### src/rtl/conv3x3_window_ctrl_pkg.sv
// Shared definitions for the 3x3 convolution window controller.
//   - ctrlState_t : controller FSM encoding (IDLE, LOAD, DRAIN, DONE)
//   - PIX_W, KERNEL, LINE_W : pixel width, kernel size, packed row width
//   - weightLine / weightBit : map a weight index 0..8 to its kernel row
//     and to the bit offset of its byte inside that row
package conv3x3_window_ctrl_pkg;

  localparam int PIX_W   = 8;
  localparam int KERNEL  = 3;
  localparam int W_COUNT = KERNEL * KERNEL;
  localparam int LINE_W  = KERNEL * PIX_W;
  localparam logic [3:0] W_LAST_IDX = 4'(W_COUNT - 1);

  typedef enum logic [1:0] {
    IDLE  = 2'd0,
    LOAD  = 2'd1,
    DRAIN = 2'd2,
    DONE  = 2'd3
  } ctrlState_t;

  // Kernel row holding weight idx (idx / KERNEL).
  function automatic logic [1:0] weightLine(input logic [3:0] idx);
    return 2'(idx / 4'(KERNEL));
  endfunction

  // Bit offset of weight idx inside its row ((idx % KERNEL) bytes).
  function automatic logic [4:0] weightBit(input logic [3:0] idx);
    logic [1:0] col;
    col = 2'(idx % 4'(KERNEL));
    return {col, 3'b000};
  endfunction

endpackage

### src/rtl/conv_line_buffer.sv
// Fixed-length pixel delay line: with en high, din is shifted in and dout
// presents the sample written DEPTH enabled cycles earlier.
//   clk  : clock
//   en   : shift enable (one pixel accepted)
//   din  : pixel in
//   dout : pixel DEPTH accepts ago
module conv_line_buffer
  import conv3x3_window_ctrl_pkg::*;
#(
  parameter int DEPTH = 8
) (
  input  logic             clk,
  input  logic             en,
  input  logic [PIX_W-1:0] din,
  output logic [PIX_W-1:0] dout
);

  logic [PIX_W-1:0] taps [DEPTH];

  // NOTE: storage has no reset; every tap is overwritten before a window
  // ever reads it, so clearing it would only cost reset routing.
  always_ff @(posedge clk) begin
    if (en) begin
      taps[0] <= din;
      for (int i = 1; i < DEPTH; i++) begin
        taps[i] <= taps[i-1];
      end
    end
  end

  assign dout = taps[DEPTH-1];

endmodule

### src/rtl/conv3x3_window_ctrl.sv
// Sequencer for the 3x3 convolution datapath.
//   start/busy/done        : frame control (done is a one-cycle pulse)
//   cfg_we/addr/wdata      : weight writes, honoured only while idle
//   pix_valid/ready/data   : raster pixel stream handshake
//   weight_line0..2        : kernel rows, weight col k at byte k
//   data_line0..2, win_vbit: 3x3 window rows r-2..r, byte0 = col c-2
//   res_vbit, res_cnt      : datapath result strobes and their count
module conv3x3_window_ctrl
  import conv3x3_window_ctrl_pkg::*;
#(
  parameter int IMG_W = 8,
  parameter int IMG_H = 8,
  parameter int CNT_W = 16
) (
  input  logic              clk,
  input  logic              rst,
  input  logic              start,
  input  logic              cfg_we,
  input  logic [3:0]        cfg_addr,
  input  logic [7:0]        cfg_wdata,
  input  logic              pix_valid,
  input  logic [7:0]        pix_data,
  output logic              pix_ready,
  output logic [23:0]       weight_line0,
  output logic [23:0]       weight_line1,
  output logic [23:0]       weight_line2,
  output logic [23:0]       data_line0,
  output logic [23:0]       data_line1,
  output logic [23:0]       data_line2,
  output logic              win_vbit,
  input  logic              res_vbit,
  output logic [CNT_W-1:0]  res_cnt,
  output logic              busy,
  output logic              done
);

  localparam int COL_W = $clog2(IMG_W);
  localparam int ROW_W = $clog2(IMG_H);
  localparam logic [COL_W-1:0] COL_LAST  = COL_W'(IMG_W - 1);
  localparam logic [ROW_W-1:0] ROW_LAST  = ROW_W'(IMG_H - 1);
  localparam logic [CNT_W-1:0] RES_TOTAL = CNT_W'((IMG_W - 2) * (IMG_H - 2));

  ctrlState_t state, nextState;

  logic [COL_W-1:0]    col;
  logic [ROW_W-1:0]    row;
  logic [LINE_W-1:0]   weights [KERNEL];
  logic [PIX_W-1:0]    rowM1Pix, rowM2Pix;
  // Previous two pixels of each window row: col c-1 in the upper byte.
  logic [2*PIX_W-1:0]  shRow0, shRow1, shRow2;
  logic                accept, startFrame, winHit;

  assign accept     = pix_valid && (state == LOAD);
  assign startFrame = start && (state == IDLE);
  assign winHit     = accept && (row >= ROW_W'(2)) && (col >= COL_W'(2));

  // NOTE: state registers use non-blocking assignments so every flop
  // samples pre-edge values regardless of process ordering.
  always_ff @(posedge clk or posedge rst) begin
    if (rst) state <= IDLE;
    else     state <= nextState;
  end

  // NOTE: every output of this block gets a default first so no path
  // leaves one unassigned and infers a latch.
  always_comb begin
    nextState = state;
    pix_ready = 1'b0;
    busy      = 1'b0;
    done      = 1'b0;
    case (state)
      IDLE:  if (start) nextState = LOAD;
      LOAD: begin
        pix_ready = 1'b1;
        busy      = 1'b1;
        if (accept && row == ROW_LAST && col == COL_LAST) nextState = DRAIN;
      end
      DRAIN: begin
        busy = 1'b1;
        if (res_cnt == RES_TOTAL) nextState = DONE;
      end
      DONE: begin
        done      = 1'b1;
        nextState = IDLE;
      end
      default: nextState = IDLE;
    endcase
  end

  // Raster position of the next pixel to be accepted.
  always_ff @(posedge clk or posedge rst) begin
    if (rst) begin
      col <= '0;
      row <= '0;
    end else if (startFrame) begin
      col <= '0;
      row <= '0;
    end else if (accept) begin
      if (col == COL_LAST) begin
        col <= '0;
        row <= row + 1'b1;
      end else begin
        col <= col + 1'b1;
      end
    end
  end

  always_ff @(posedge clk or posedge rst) begin
    if (rst) begin
      res_cnt <= '0;
    end else if (startFrame) begin
      res_cnt <= '0;
    end else if ((state == LOAD || state == DRAIN) && res_vbit && res_cnt != RES_TOTAL) begin
      res_cnt <= res_cnt + 1'b1;
    end
  end

  always_ff @(posedge clk or posedge rst) begin
    if (rst) begin
      for (int k = 0; k < KERNEL; k++) weights[k] <= '0;
    end else if (cfg_we && state == IDLE && cfg_addr <= W_LAST_IDX) begin
      weights[weightLine(cfg_addr)][weightBit(cfg_addr) +: PIX_W] <= cfg_wdata;
    end
  end

  assign weight_line0 = weights[0];
  assign weight_line1 = weights[1];
  assign weight_line2 = weights[2];

  // Row r-1 is the current pixel delayed one line; row r-2 one more.
  conv_line_buffer #(.DEPTH(IMG_W)) u_lineRowM1 (
    .clk  (clk),
    .en   (accept),
    .din  (pix_data),
    .dout (rowM1Pix)
  );

  conv_line_buffer #(.DEPTH(IMG_W)) u_lineRowM2 (
    .clk  (clk),
    .en   (accept),
    .din  (rowM1Pix),
    .dout (rowM2Pix)
  );

  always_ff @(posedge clk) begin
    if (accept) begin
      shRow2 <= {pix_data, shRow2[2*PIX_W-1:PIX_W]};
      shRow1 <= {rowM1Pix, shRow1[2*PIX_W-1:PIX_W]};
      shRow0 <= {rowM2Pix, shRow0[2*PIX_W-1:PIX_W]};
    end
  end

  // Window rows are captured with the accepted pixel and held otherwise.
  always_ff @(posedge clk or posedge rst) begin
    if (rst) begin
      win_vbit   <= 1'b0;
      data_line0 <= '0;
      data_line1 <= '0;
      data_line2 <= '0;
    end else begin
      win_vbit <= winHit;
      if (winHit) begin
        data_line0 <= {rowM2Pix, shRow0};
        data_line1 <= {rowM1Pix, shRow1};
        data_line2 <= {pix_data, shRow2};
      end
    end
  end

endmodule
### config.mk
export PLATFORM = sky130hd
export DESIGN_NAME = conv3x3_window_ctrl
export DESIGN_NICKNAME = d
export VERILOG_FILES = /design/src/rtl/conv3x3_window_ctrl_pkg.sv /design/src/rtl/conv_line_buffer.sv /design/src/rtl/conv3x3_window_ctrl.sv
export SDC_FILE = /design/constraint.sdc
export NUM_CORES = 1
export LEC_CHECK = 0
export CORE_ASPECT_RATIO = 0.8
export CORE_MARGIN = 2
export CORE_UTILIZATION = 45
export DETAILED_ROUTE_END_ITERATION = 7
export PLACE_DENSITY_LB_ADDON = 0.25
export SETUP_SLACK_MARGIN = 0.4
export SLEW_MARGIN = 0
export SYNTH_ARGS = -nofsm -noshare
export SYNTH_HDL_FRONTEND = slang
export SYNTH_SLANG_ARGS = --single-unit
### constraint.sdc
create_clock -name clk -period 5 [get_ports clk]
set_input_delay 0.5 -clock clk [delete_from_list [all_inputs] [get_ports clk]]
set_output_delay 0.5 -clock clk [all_outputs]
set_load 0.02 [all_outputs]
-- After elaboration in Yosys (flattened, before gate mapping)
Memories as Yosys holds them, arrays and structs flattened.
Cells that the tools add are included.
- div/mod/pow operators: 2
- shifts and indexed selects: 2
- magnitude comparators: 5
- eq/ne operators: 10
- reductions and logical operators: 19
- bitwise logic cells: 1
- multiply operators: 0
- mux-type cells: 20
- $add $sub $neg: 4
- operators by type and width (cell ; number):
    $bwmux 72 ; 1
    $demux 24 s2 ; 1
    $mux 16 ; 2
    $mux 24 ; 1
    $shift 8x7->24 const A ; 1
    $shiftx 8x7->24 ; 1
    $mux 3 ; 6
    $add 16x1->16 const B ; 1
    $eq 16x6->1 const B ; 1
    $ne 16x6->1 const B ; 1
    $logic_and 1x1->1 ; 11
    $pmux 2 s4 ; 1
    $neg 5->7 ; 1
    $add 3x1->3 const B ; 2
    $eq 3x3->1 const B ; 2
    $ge 3x2->1 const B ; 2
    $mux 2 ; 3
    $reduce_bool 2->1 ; 3
    $mux 1 ; 5
    $div 4x2->4 const B ; 1
    $eq 2x2->1 const B ; 2
    $le 4x4->1 const B ; 1
    $mod 4x2->4 const B ; 1
    $ne 2x2->1 const B ; 2
    10 further kinds ; 10
- bits in writable memories: 128
- bits of input ports: 26
- memory bits (read-only): 0
- register bits: 217
- logic and storage cells: 79
- memories kept: 2
- bits in latches: 0
- memories (name ; depth ; bits a word ; read ports ; clocked after memory_dff ; wr ports ; RTL line ; RTL):
    u_lineRowM1.taps ; 8 ; 8 ; 8 ; 0 ; 8 ; conv_line_buffer.sv:18 ; logic [PIX_W-1:0] taps [DEPTH];
    u_lineRowM2.taps ; 8 ; 8 ; 8 ; 0 ; 8 ; conv_line_buffer.sv:18 ;

-- Logic depth before layout (Yosys ltp)
Gate-level depths: netlist (run 1).
- word-level depth: 7
- depth in mapped cells: 20
- gate-level depth less buffers: 16

-- Modules after synthesis
From an unflattened synthesis (run 1), not the netlist that was laid out.
- cells, all modules: 813
- area, all modules: 12862.3 µm²
- by module, submodules not included (module ; area each (µm²) ; cells each ; times used):
    conv3x3_window_ctrl ; 8898.5 ; 669 ; 1
    conv_line_buffer ; 1981.9 ; 72 ; 2

-- Worst setup path before layout (run 1)
Ideal clock, no wire load.
- kind: flip-flop to flip-flop
- start point: register state[1]
- end point: register row[0]
- slack: 0.333 ns
- arrival: 4.595 ns
- buffers on the path: 0
- required time: 4.927 ns
- period minus slack after synthesis: 4.667 ns
- library setup time: 0.073 ns
- stages on the path, launching flop included: 8
- path through: dfrtp_1 -> inv_1 -> ha_1 -> nand2_1 -> inv_1 -> nand2_1 -> xor2_1 -> nor2_1
- word-level cells in the longest chain between the ends: 4
- elaborated cells between the ends (all ways): 8
- ends and longest elaborated chain (element ; RTL line ; RTL):
    start: declaration ; conv3x3_window_ctrl.sv:43 ; ctrlState_t state, nextState;
    start signal: assignment ; conv3x3_window_ctrl.sv:61 ; else state <= nextState;
    $eq 2x1->1 ; conv3x3_window_ctrl.sv:53 ; assign accept = pix_valid && (state == LOAD);
    $logic_and 1x1->1 ; conv3x3_window_ctrl.sv:53 ;
    named net accept ; conv3x3_window_ctrl.sv:51 ; logic accept, startFrame, winHit;
    $reduce_bool 2->1 (no source line) ; n/a ;
    $reduce_and 2->1 (no source line) ; n/a ;
    end signal: assignment ; conv3x3_window_ctrl.sv:101 ; row <= row + 1'b1;
    end: declaration ; conv3x3_window_ctrl.sv:46 ; logic [ROW_W-1:0] row;
The timed path passes the listed nets, and every way through them passes these cells.
A chain may end at the register's enable or synchronous reset.

-- Final worst setup path (run 1)
- start point: input cfg_addr[2]
- end point: register weights, in the netlist weight_line0[14]
- word-level cells in the longest chain between the ends: 7
- elaborated cells between the ends (all ways): 14
- ends and longest elaborated chain (element ; RTL line ; RTL):
    start: declaration ; conv3x3_window_ctrl.sv:19 ; input logic [3:0] cfg_addr,
    branches (longest 7 deep; another with $neg 5->7) ; n/a ;
    end signal: indexed assignment ; conv3x3_window_ctrl.sv:122 ; weights[weightLine(cfg_addr)][weightBit(cfg_addr) +: PIX_W] <= cfg_wdata;
    end: declaration ; conv3x3_window_ctrl.sv:47 ; logic [LINE_W-1:0] weights [KERNEL];
Parallel ways; which one is timed is not known.

==> flow_summary_export.csv, run 1 <==
group,metric,value,unit
final_layout,finalNonFillerCells,1340,
final_layout,area_growth,28.6,%
power,power_density,519,nW/µm²
yosys,synth_edf_count,144,
timing,setup_violations,0,
worst_setup_path,crit_top_cell,"ha_1",
worst_setup_path,crit_arrival,4740,ps
cts,insertion_delay,550,ps
floorplan,die-area,27500,µm²
cts,cts_buffers,31,
timing,finalCritPeriodShare,85.7,%
cts,ctsHoldBuffers,0,
timing,rsz0062_at_grt,"false",
timing,finalClockSkew,12.8,ps
route,drt_wl_total,24.3,mm
cts,htreeDepth,1,
yosys,ys_async_sr_fraction,54.0,%
worst_setup_path,path_class,"input port to flip-flop",
yosys,synth.avg_cell_area,15.4,µm²
placed_design,place_inst,1282,
worst_setup_path,path_cells,"clkdlybuf4s50_1, nor2b_1, ha_1, inv_1, ha_1, nand3_1, o21ai_0, ha_1, or3b_1, o311a_1, or4_1, ha_1, nor3b_2, buf_4, nand2_1, o31ai_1",
cts,cts_num_sinks,313,
yosys,postSynthCellCount,765,
yosys,synth-seq-cells,313,
worst_setup_path,start_kind,"input port",
grt,grt.overflow.total,0,
worst_setup_path,r2r_start,"state[1]$_DFFE_PP0P_",
yosys,synth_fp_nets,810,
floorplan,fp.coreArea,25500,µm²
cts,cts_setup_buffers,0,
yosys,yosysUniqueCellTypes,45,
final_layout,n_antenna_cell,0,
cts,cts_resized,0,
route,drc_errors,0,
timing,tightest_slew,913,ps
job,maxCapViolCount,0,
grt,grt_pass1_vias,6988,
worst_setup_path,crit_family,"simple AND/OR/NAND/NOR gates",
yosys,netlist_area,11800,µm²
floorplan,die_h,149,µm
grt,gr-usage-all-layers,17.8,%
route,ant_nets,0,
route,dr.pass1.iters,5,
timing,setup_tns,0,ps
yosys,synth_common_cells,"dfrtp_1 (169), edfxtp_1 (144), mux2_2 (89)",
yosys,ys.warnings.count,0,
worst_setup_path,cp_slowest_cell,"or4_1",
power,irDropWorstVdd,337,µV
route,routed_via_density,5.28,
floorplan,start_util,46.1,%
timing,fmax,233,MHz
grt,grt_max_degree,91,
timing,relSlewSlack,39.0,%
worst_hold_path,hp-class,"flip-flop to flip-flop",
final_layout,regArea,8550,µm²
route,routedWlPerCell,18.1,µm
route,drtIter0Drc,532,
cts,cts.path.max_buffers,3,
outcome,status,"finished clean",
placed_design,place.gp.congestion,0.803,
final_layout,multi_input_area,2960,µm²
yosys,yosysSeqAreaShare,72.7,%
route,vias,7076,
cts,clk_pin_slew,60,ps
final_layout,layout-drive-gt1-share,17.1,%
worst_setup_path,crit_required,5460,ps
yosys,ys_top_cells_by_area,"edfxtp_1 (37%), dfrtp_1 (36%), mux2_2 (8.5%), o31ai_1 (3.3%), o21ai_0 (2.4%)",
worst_setup_path,slowest_delay,650,ps
worst_setup_path,end_kind,"flip-flop",
worst_setup_path,startpoint,"cfg_addr[2]",
worst_setup_path,crit_buf_inv,3,
placed_design,dpl_cell_area,14100,µm²
final_layout,stdcell_area,15100,µm²
floorplan,pin_count,190,
cts,cts_tree,"built",
timing,fin_crit,4290,ps
floorplan,num_rows,52,
yosys,synth_flop_cell,"dfrtp_1",
yosys,synth_top_area_share,36.8,%
placed_design,dp_hpwl,15.6,mm
power,leakagePower,6.08,nW
worst_setup_path,crit_fanout,24,
floorplan,fp.dieW,185,µm
placed_design,io_buffers,189,
yosys,synth.most_common_cell,"dfrtp_1",
worst_hold_path,hold_start,"u_lineRowM1.taps[2][10]$_DFFE_PP_",
yosys,synth_top_area_cell,"edfxtp_1",
final_layout,fillers,2040,
timing,hold_violations,0,
final_layout,nNetsFinal,1009,
grt,antenna_found_initial,0,
cts,clk_root_buffer_cell,"clkbuf_16",
timing,final_max_slew_viol_count,0,
grt,grt_pass1_wl,38.7,mm
==> routing by layer <==
layer  GRT usage (%)  vias up  routed length [µm]
met1            26.8     3560               11200
li1                -     3238                   -
met3            4.24       48                1690
met2            25.9      230               10800
met4            4.92        0                 632
met5               0        -                   0
==> kinds of logic after synthesis <==
logic type      Yosys count  synth area share [%]
buf+inv                  62                  2.24
compound gates          133                  7.02
mux                     101                  9.54
xor+xnor                  7                 0.521
fa+ha+maj                19                  2.02
flops                   313                  72.7
simple gates            130                  5.95
==> flip-flops by register name, indices dropped and copies added (netlist names) <==
register / flops
shRow1: 15
win_vbit: 1
data_line0: 24
u_lineRowM2.taps: 49
weight_line2: 24
state: 2
res_cnt: 16
weight_line0: 24
col: 3
u_lineRowM1.taps: 49
shRow0: 16
data_line1: 24
weight_line1: 24
data_line2: 24
row: 3
shRow2: 15
==> where the power goes <==
part	total, mW	leakage (nW)	internal (mW)	switching, mW
combinational	1.93	2.03	0.889	1.04
sequential	3.58	3.54	3.32	0.258
clock	2.34	0.512	1.36	0.984
==> cell type report <==
| cell class | instances | share of cell area (%) |
|---|---|---|
| Sequential cell | 313 | 56.5 |
| Inverter | 23 | 0.620 |
| Clock buffer | 33 | 5.24 |
| Multi-Input combinational cell | 390 | 19.5 |
| Timing Repair Buffer | 205 | 13.5 |
| Clock inverter | 25 | 1.63 |
| Tap cell | 351 | 2.90 |
==> placed cells by master (no fill, tap or decap), types with 12 or more instances in the layout <==
cell             instances
clkdlybuf4s50_1        189
and3_1                  16
buf_4                   13
mux2_2                  89
o31ai_1                 51
nand3_1                 13
dfrtp_1                169
ha_1                    19
clkbuf_16               31
inv_1                   20
o21ai_0                 56
mux2i_1                 12
nand2_1                 38
edfxtp_1               144
a21oi_1                 15
nor2_1                  12
==> path summary, 6_finish.rpt <==
path	to	slack, ps	cells past startpoint
setup / recovery	weight_line0[14]$_DFFE_PP0P_	710	16
hold / removal	u_lineRowM1.taps[3][2]$_DFFE_PP_	400	0
setup reg to reg	res_cnt[13]$_DFFE_PP0P_	2700	6
hold reg to reg	u_lineRowM1.taps[3][2]$_DFFE_PP_	400	0
max in group asynchronous	data_line2[20]$_DFFE_PP0P_	3610	3
min in group asynchronous	weight_line0[15]$_DFFE_PP0P_	480	2
==> per-stage QoR <==
stage | utilization (%) | hold slack [ps] | setup slack [ps] | total power, mW
global route | 59.3 | 408 | 477 | 8.23
floorplan | - | 400 | 800 | 4.63
finish | 59.3 | 404 | 714 | 7.85
CTS | 59.3 | 404 | 795 | 7.95
global placement | 55.3 | 400 | 428 | 5.53
detailed placement | 55.3 | 405 | 200 | 5.57
Note: power is estimated with default switching activity, not from simulation.
==> inputs of run 2 (changes only) <==
--- a/config.mk
+++ b/config.mk
@@ -6,7 +6,7 @@
 export NUM_CORES = 1
 export LEC_CHECK = 0
 export CORE_ASPECT_RATIO = 0.8
-export CORE_MARGIN = 2
+export CORE_MARGIN = 5
 export CORE_UTILIZATION = 45
 export DETAILED_ROUTE_END_ITERATION = 7
 export PLACE_DENSITY_LB_ADDON = 0.25
==> flow_summary_export.csv, run 2 (synthesis gave the netlist of run 1 again) <==
group,metric,value,unit
outcome,status,"finished clean",
worst_setup_path,end_kind,"flip-flop",
final_layout,area_growth,28.6,%
worst_setup_path,cp_num_cells,16,
placed_design,dpl_cell_area,14100,µm²
route,drt_wl_total,24.6,mm
route,routedWlPerCell,18.3,µm
final_layout,layout_commonest_cell,"clkdlybuf4s50_1",
grt,grt_pass1_wl,39.3,mm
floorplan,start_util,45.3,%
worst_hold_path,hp-class,"flip-flop to flip-flop",
grt,grt_pass1_vias,7054,
placed_design,place_inst,1286,
final_layout,layout_common_cells,"clkdlybuf4s50_1 (189), dfrtp_1 (169), edfxtp_1 (144), mux2_2 (89), o21ai_0 (56)",
timing,rsz0062_at_grt,"false",
timing,relSlewSlack,28.2,%
final_layout,stdcell_area,15100,µm²
cts,clk_pin_slew,60,ps
worst_setup_path,reg2reg_setup_slack,2670,ps
route,drtIter0Drc,423,
route,drc_errors,0,
worst_setup_path,crit_required,5440,ps
placed_design,place.gp.congestion,0.858,
cts,cts.path.max_buffers,3,
power,irDropWorstVdd,329,µV
worst_setup_path,reg2reg_to,"res_cnt[13]$_DFFE_PP0P_",
timing,finalCritPeriodShare,86.2,%
route,ant_nets,0,
grt,grt.overflow.total,0,
timing,setup_violations,0,
floorplan,die-area,29500,µm²
cts,clk_root_buffer_cell,"clkbuf_16",
worst_setup_path,cp_slowest_cell,"or4_1",
floorplan,fp.dieW,191,µm
worst_setup_path,r2r_start,"state[0]$_DFFE_PP0P_",
grt,gr-usage-all-layers,16.4,%
timing,fin_crit,4310,ps
final_layout,finalNonFillerCells,1344,
cts,cts_resized,0,
final_layout,nNetsFinal,1007,
worst_setup_path,path_cells,"clkdlybuf4s50_1, nor2b_1, ha_1, inv_1, ha_1, nand3_1, o21ai_0, ha_1, or3b_1, o311a_1, or4_1, inv_2, ha_1, nand4_1, or2_2, o31ai_1",
worst_setup_path,slowest_delay,650,ps
timing,hold_violations,0,
placed_design,io_buffers,189,
worst_setup_path,startpoint,"cfg_addr[2]",
worst_setup_path,start_kind,"input port",
floorplan,fp.coreArea,26000,µm²
timing,setup_tns,0,ps
power,power_density,521,nW/µm²
floorplan,pin_count,190,
cts,cts_num_sinks,313,
timing,fin_ws,692,ps
final_layout,n_antenna_cell,0,
worst_setup_path,crit_arrival,4750,ps
cts,cts_setup_buffers,0,
final_layout,top_regs,"u_lineRowM1.taps (49), u_lineRowM2.taps (49)",
cts,htreeDepth,1,
power,leakagePower,6.08,nW
cts,cts_tree,"built",
worst_setup_path,crit_buf_inv,3,
placed_design,dp_hpwl,15.6,mm
worst_setup_path,endpoint,"weight_line0[14]$_DFFE_PP0P_",
timing,final_max_slew_viol_count,0,
worst_setup_path,crit_family,"simple AND/OR/NAND/NOR gates",
timing,tightest_slew,1080,ps
timing,hold_ws,413,ps
worst_setup_path,path_class,"input port to flip-flop",
worst_setup_path,crit_fanout,8,
final_layout,layout-drive-gt1-share,16.7,%
timing,finalClockSkew,13.5,ps
job,maxCapViolCount,0,
floorplan,num_rows,53,
route,dr.pass1.iters,5,
floorplan,die_h,155,µm
route,routed_via_density,5.19,
route,vias,6978,
grt,grt_max_degree,170,
timing,fmax,232,MHz
grt,antenna_found_initial,1,
cts,ctsHoldBuffers,0,
placed_design,pre_cts_slack,213,ps
worst_setup_path,r2r.worst_path.cells,6,
worst_setup_path,crit_top_cell,"ha_1",
cts,insertion_delay,550,ps
cts,cts_buffers,31,
run 2: cell types whose count changed in the layout (fill, tap and decap cells not counted), sizes merged:
| cell | previous run | this run |
|---|---|---|
| clkbuf | 33 | 43 |
| buf | 16 | 14 |
| inv | 23 | 22 |
| clkinv | 17 | 10 |
| clkinvlp | 4 | 2 |
run 2: final cells by class:
| type | instances | area [µm²] |
|---|---|---|
| Multi-Input combinational cell | 390 | 2960 |
| Sequential cell | 313 | 8550 |
| Timing Repair Buffer | 203 | 2020 |
| Clock buffer | 43 | 881 |
| Tap cell | 357 | 447 |
| Inverter | 23 | 93.8 |
| Clock inverter | 15 | 180 |
| Fill cell | 2115 | 10900 |
run 2: layer usage:
layer | track usage [%] | wire (µm) | part of all wire (%) | vias to the layer above
li1 | - | - | - | 3230
met3 | 3.77 | 1610 | 6.5 | 44
met4 | 4.99 | 738 | 3.0 | 0
met2 | 24.6 | 11000 | 45 | 188
met1 | 24.1 | 11300 | 46 | 3516
met5 | 0 | 0 | 0 | -
run 2: metrics by stage:
stage          total power [mW]  util [%]
2_1_floorplan              4.63         -
3_3_place_gp               5.54      54.1
3_5_place_dp               5.59      54.1
4_1_cts                    8.00      58.2
5_1_grt                    8.27      58.2
6_report                   7.89      58.2
run 2: worst min-delay path by stage:
stage | start | end | slack, ps | depth (start not counted)
2_1_floorplan | u_lineRowM1.taps[1][2]$_DFFE_PP_ | u_lineRowM1.taps[1][10]$_DFFE_PP_ | 400 | 0
3_3_place_gp | u_lineRowM1.taps[1][12]$_DFFE_PP_ | u_lineRowM1.taps[2][4]$_DFFE_PP_ | 400 | 0
3_5_place_dp | u_lineRowM1.taps[3][0]$_DFFE_PP_ | u_lineRowM1.taps[3][8]$_DFFE_PP_ | 400 | 0
4_1_cts | u_lineRowM1.taps[3][0]$_DFFE_PP_ | u_lineRowM1.taps[3][8]$_DFFE_PP_ | 410 | 0
5_1_grt | u_lineRowM1.taps[1][5]$_DFFE_PP_ | u_lineRowM1.taps[1][13]$_DFFE_PP_ | 420 | 0
6_report | u_lineRowM1.taps[3][0]$_DFFE_PP_ | u_lineRowM1.taps[3][8]$_DFFE_PP_ | 410 | 0
run 2: report_power, final:
part	switching, mW	total [mW]	internal, mW
Clock	0.954	2.39	1.43
Sequential	0.253	3.57	3.32
Combinational	1.04	1.93	0.884
==> inputs of run 3 (changes only) <==
--- a/config.mk
+++ b/config.mk
@@ -10,6 +10,7 @@
 export CORE_UTILIZATION = 45
 export DETAILED_ROUTE_END_ITERATION = 7
 export PLACE_DENSITY_LB_ADDON = 0.25
+export REMOVE_ABC_BUFFERS = 1
 export SETUP_SLACK_MARGIN = 0.4
 export SLEW_MARGIN = 0
 export SYNTH_ARGS = -nofsm -noshare
==> flow_summary_export.csv, run 3 (synthesis gave the netlist of run 1 again) <==
group,metric,value,unit
timing,hold_violations,0,
worst_setup_path,r2r.worst_path.cells,5,
timing,relSlewSlack,38.4,%
timing,tightest_slew,924,ps
placed_design,pre_cts_slack,218,ps
placed_design,io_buffers,189,
final_layout,nNetsFinal,1008,
floorplan,fp.coreArea,26000,µm²
placed_design,dp_hpwl,15.4,mm
cts,cts_num_sinks,313,
grt,antenna_found_initial,0,
worst_setup_path,crit_fanout,8,
worst_setup_path,reg2reg_setup_slack,2500,ps
power,p_sw_share,29.2,%
placed_design,place.gp.congestion,0.810,
worst_hold_path,hold_end,"u_lineRowM1.taps[2][6]$_DFFE_PP_",
timing,rsz0062_at_grt,"false",
final_layout,final_core_util,57.8,%
cts,htreeDepth,1,
power,irDropWorstVdd,363,µV
power,p_clk_share,28.3,%
cts,cts.path.max_buffers,3,
worst_hold_path,hold_start,"u_lineRowM1.taps[1][14]$_DFFE_PP_",
cts,insertion_delay,560,ps
timing,setup_violations,0,
worst_setup_path,path_class,"input port to flip-flop",
route,drc_errors,0,
worst_setup_path,crit_arrival,4670,ps
final_layout,layout-drive-gt1-share,16.5,%
cts,cts_tree,"built",
power,p_comb_share,24.9,%
placed_design,dpl_cell_area,14100,µm²
power,switching_power,2.23,mW
grt,grt_pass1_vias,7109,
grt,gr-usage-all-layers,16.2,%
grt,grt_pass1_wl,39.1,mm
final_layout,layout_common_cells,"clkdlybuf4s50_1 (189), dfrtp_1 (169), edfxtp_1 (144), mux2_2 (89), o21ai_0 (56)",
cts,cts_resized,0,
cts,ctsHoldBuffers,0,
power,p_int,5.42,mW
route,vias,6995,
final_layout,area_growth,27.8,%
cts,cts_setup_buffers,0,
timing,fmax,237,MHz
power,finalPower,7.65,mW
floorplan,start_util,45.3,%
timing,fin_crit,4220,ps
worst_setup_path,crit_required,5450,ps
worst_hold_path,hp-class,"flip-flop to flip-flop",
timing,finalCritPeriodShare,84.4,%
cts,clk_pin_slew,60,ps
floorplan,pin_count,190,
worst_setup_path,end_kind,"flip-flop",
worst_setup_path,r2r_start,"state[1]$_DFFE_PP0P_",
route,dr.pass1.iters,5,
power,power_density,509,nW/µm²
final_layout,stdcell_area,15000,µm²
timing,final_max_slew_viol_count,0,
power,leakagePower,6.05,nW
route,routed_via_density,5.20,
route,ant_nets,0,
timing,finalClockSkew,9.99,ps
cts,clk_root_buffer_cell,"clkbuf_16",
cts,cts_buffers,30,
placed_design,place_inst,1288,
final_layout,n_antenna_cell,0,
grt,grt_max_degree,105,
grt,grt.overflow.total,0,
route,drt_wl_total,24.2,mm
final_layout,layout_commonest_cell,"clkdlybuf4s50_1",
final_layout,fillers,2119,
floorplan,num_rows,53,
worst_setup_path,start_kind,"input port",
floorplan,fp.dieW,191,µm
power,p_seq_share,46.8,%
route,routedWlPerCell,18.0,µm
floorplan,die-area,29500,µm²
route,drtIter0Drc,523,
worst_setup_path,reg2reg_to,"shRow2[10]$_DFFE_PP_",
job,maxCapViolCount,0,
final_layout,finalNonFillerCells,1344,
outcome,status,"finished clean",
floorplan,die_h,155,µm
timing,fin_ws,780,ps
final_layout,top_regs,"u_lineRowM1.taps (49), u_lineRowM2.taps (49)",
timing,hold_ws,411,ps
worst_hold_path,whs_path_depth,0,
timing,setup_tns,0,ps
[run 3: cell count changes in the layout (fill, tap and decap cells not counted)]
cell / delta
bufinv_16: -4
buf_4: +3
clkinv_1: +3
clkinvlp_4: -2
buf_12: -1
clkbuf_1: -1
clkbuf_16: -1
clkbuf_8: +1
clkinv_16: +1
inv_6: +1
[run 3: power groups by stage]
stage | Combinational [mW] | Sequential (mW) | Clock [mW]
6_report | 1.90 | 3.58 | 2.16
2_1_floorplan | 0.637 | 3.98 | 0
3_3_place_gp | 1.90 | 3.62 | 0
4_1_cts | 1.93 | 3.59 | 2.23
3_5_place_dp | 1.92 | 3.64 | 0
5_1_grt | 2.04 | 3.65 | 2.33
[run 3: worst max path at each step]
stage,cells after the start,to,slack (ps),start
after floorplan,5,data_line0[0]$_DFFE_PP0P_,-1690,state[1]$_DFFE_PP0P_
after global placement,16,weight_line1[22]$_DFFE_PP0P_,370,cfg_addr[2]
after detailed placement,16,weight_line1[18]$_DFFE_PP0P_,220,cfg_addr[2]
after CTS,16,weight_line0[8]$_DFFE_PP0P_,810,cfg_addr[2]
after global routing,16,weight_line1[7]$_DFFE_PP0P_,450,cfg_addr[2]
final,16,weight_line0[8]$_DFFE_PP0P_,780,cfg_addr[2]
[run 3: final cells by class]
class / instances / area, µm² / share of cell area (%)
Multi-Input combinational cell: 390 / 2960 / 19.7
Sequential cell: 313 / 8550 / 56.9
Clock buffer: 42 / 866 / 5.76
Clock inverter: 14 / 92.6 / 0.616
Inverter: 23 / 96.3 / 0.641
Tap cell: 357 / 447 / 2.97
Timing Repair Buffer: 205 / 2020 / 13.5
[run 3: routing by layer]
metal  track usage, %  wire length [µm]  share of wire, %
met1             23.9             11200                46
met4             4.65               556               2.3
met2             24.5             11000                46
met3             3.45              1420               5.9
met5                0                 0                 0
[run 3: worst max-delay path: stages]
cell and delay (ps):
clkdlybuf4s50_1 590, nor2b_1 170, ha_1 150, inv_1 40
ha_1 260, nand3_1 110, o21ai_0 150, ha_1 270
or3b_1 420, o311a_1 150, or4_1 660, ha_1 350
nor3b_2 220, buf_4 190, nand2_1 170, o31ai_1 290
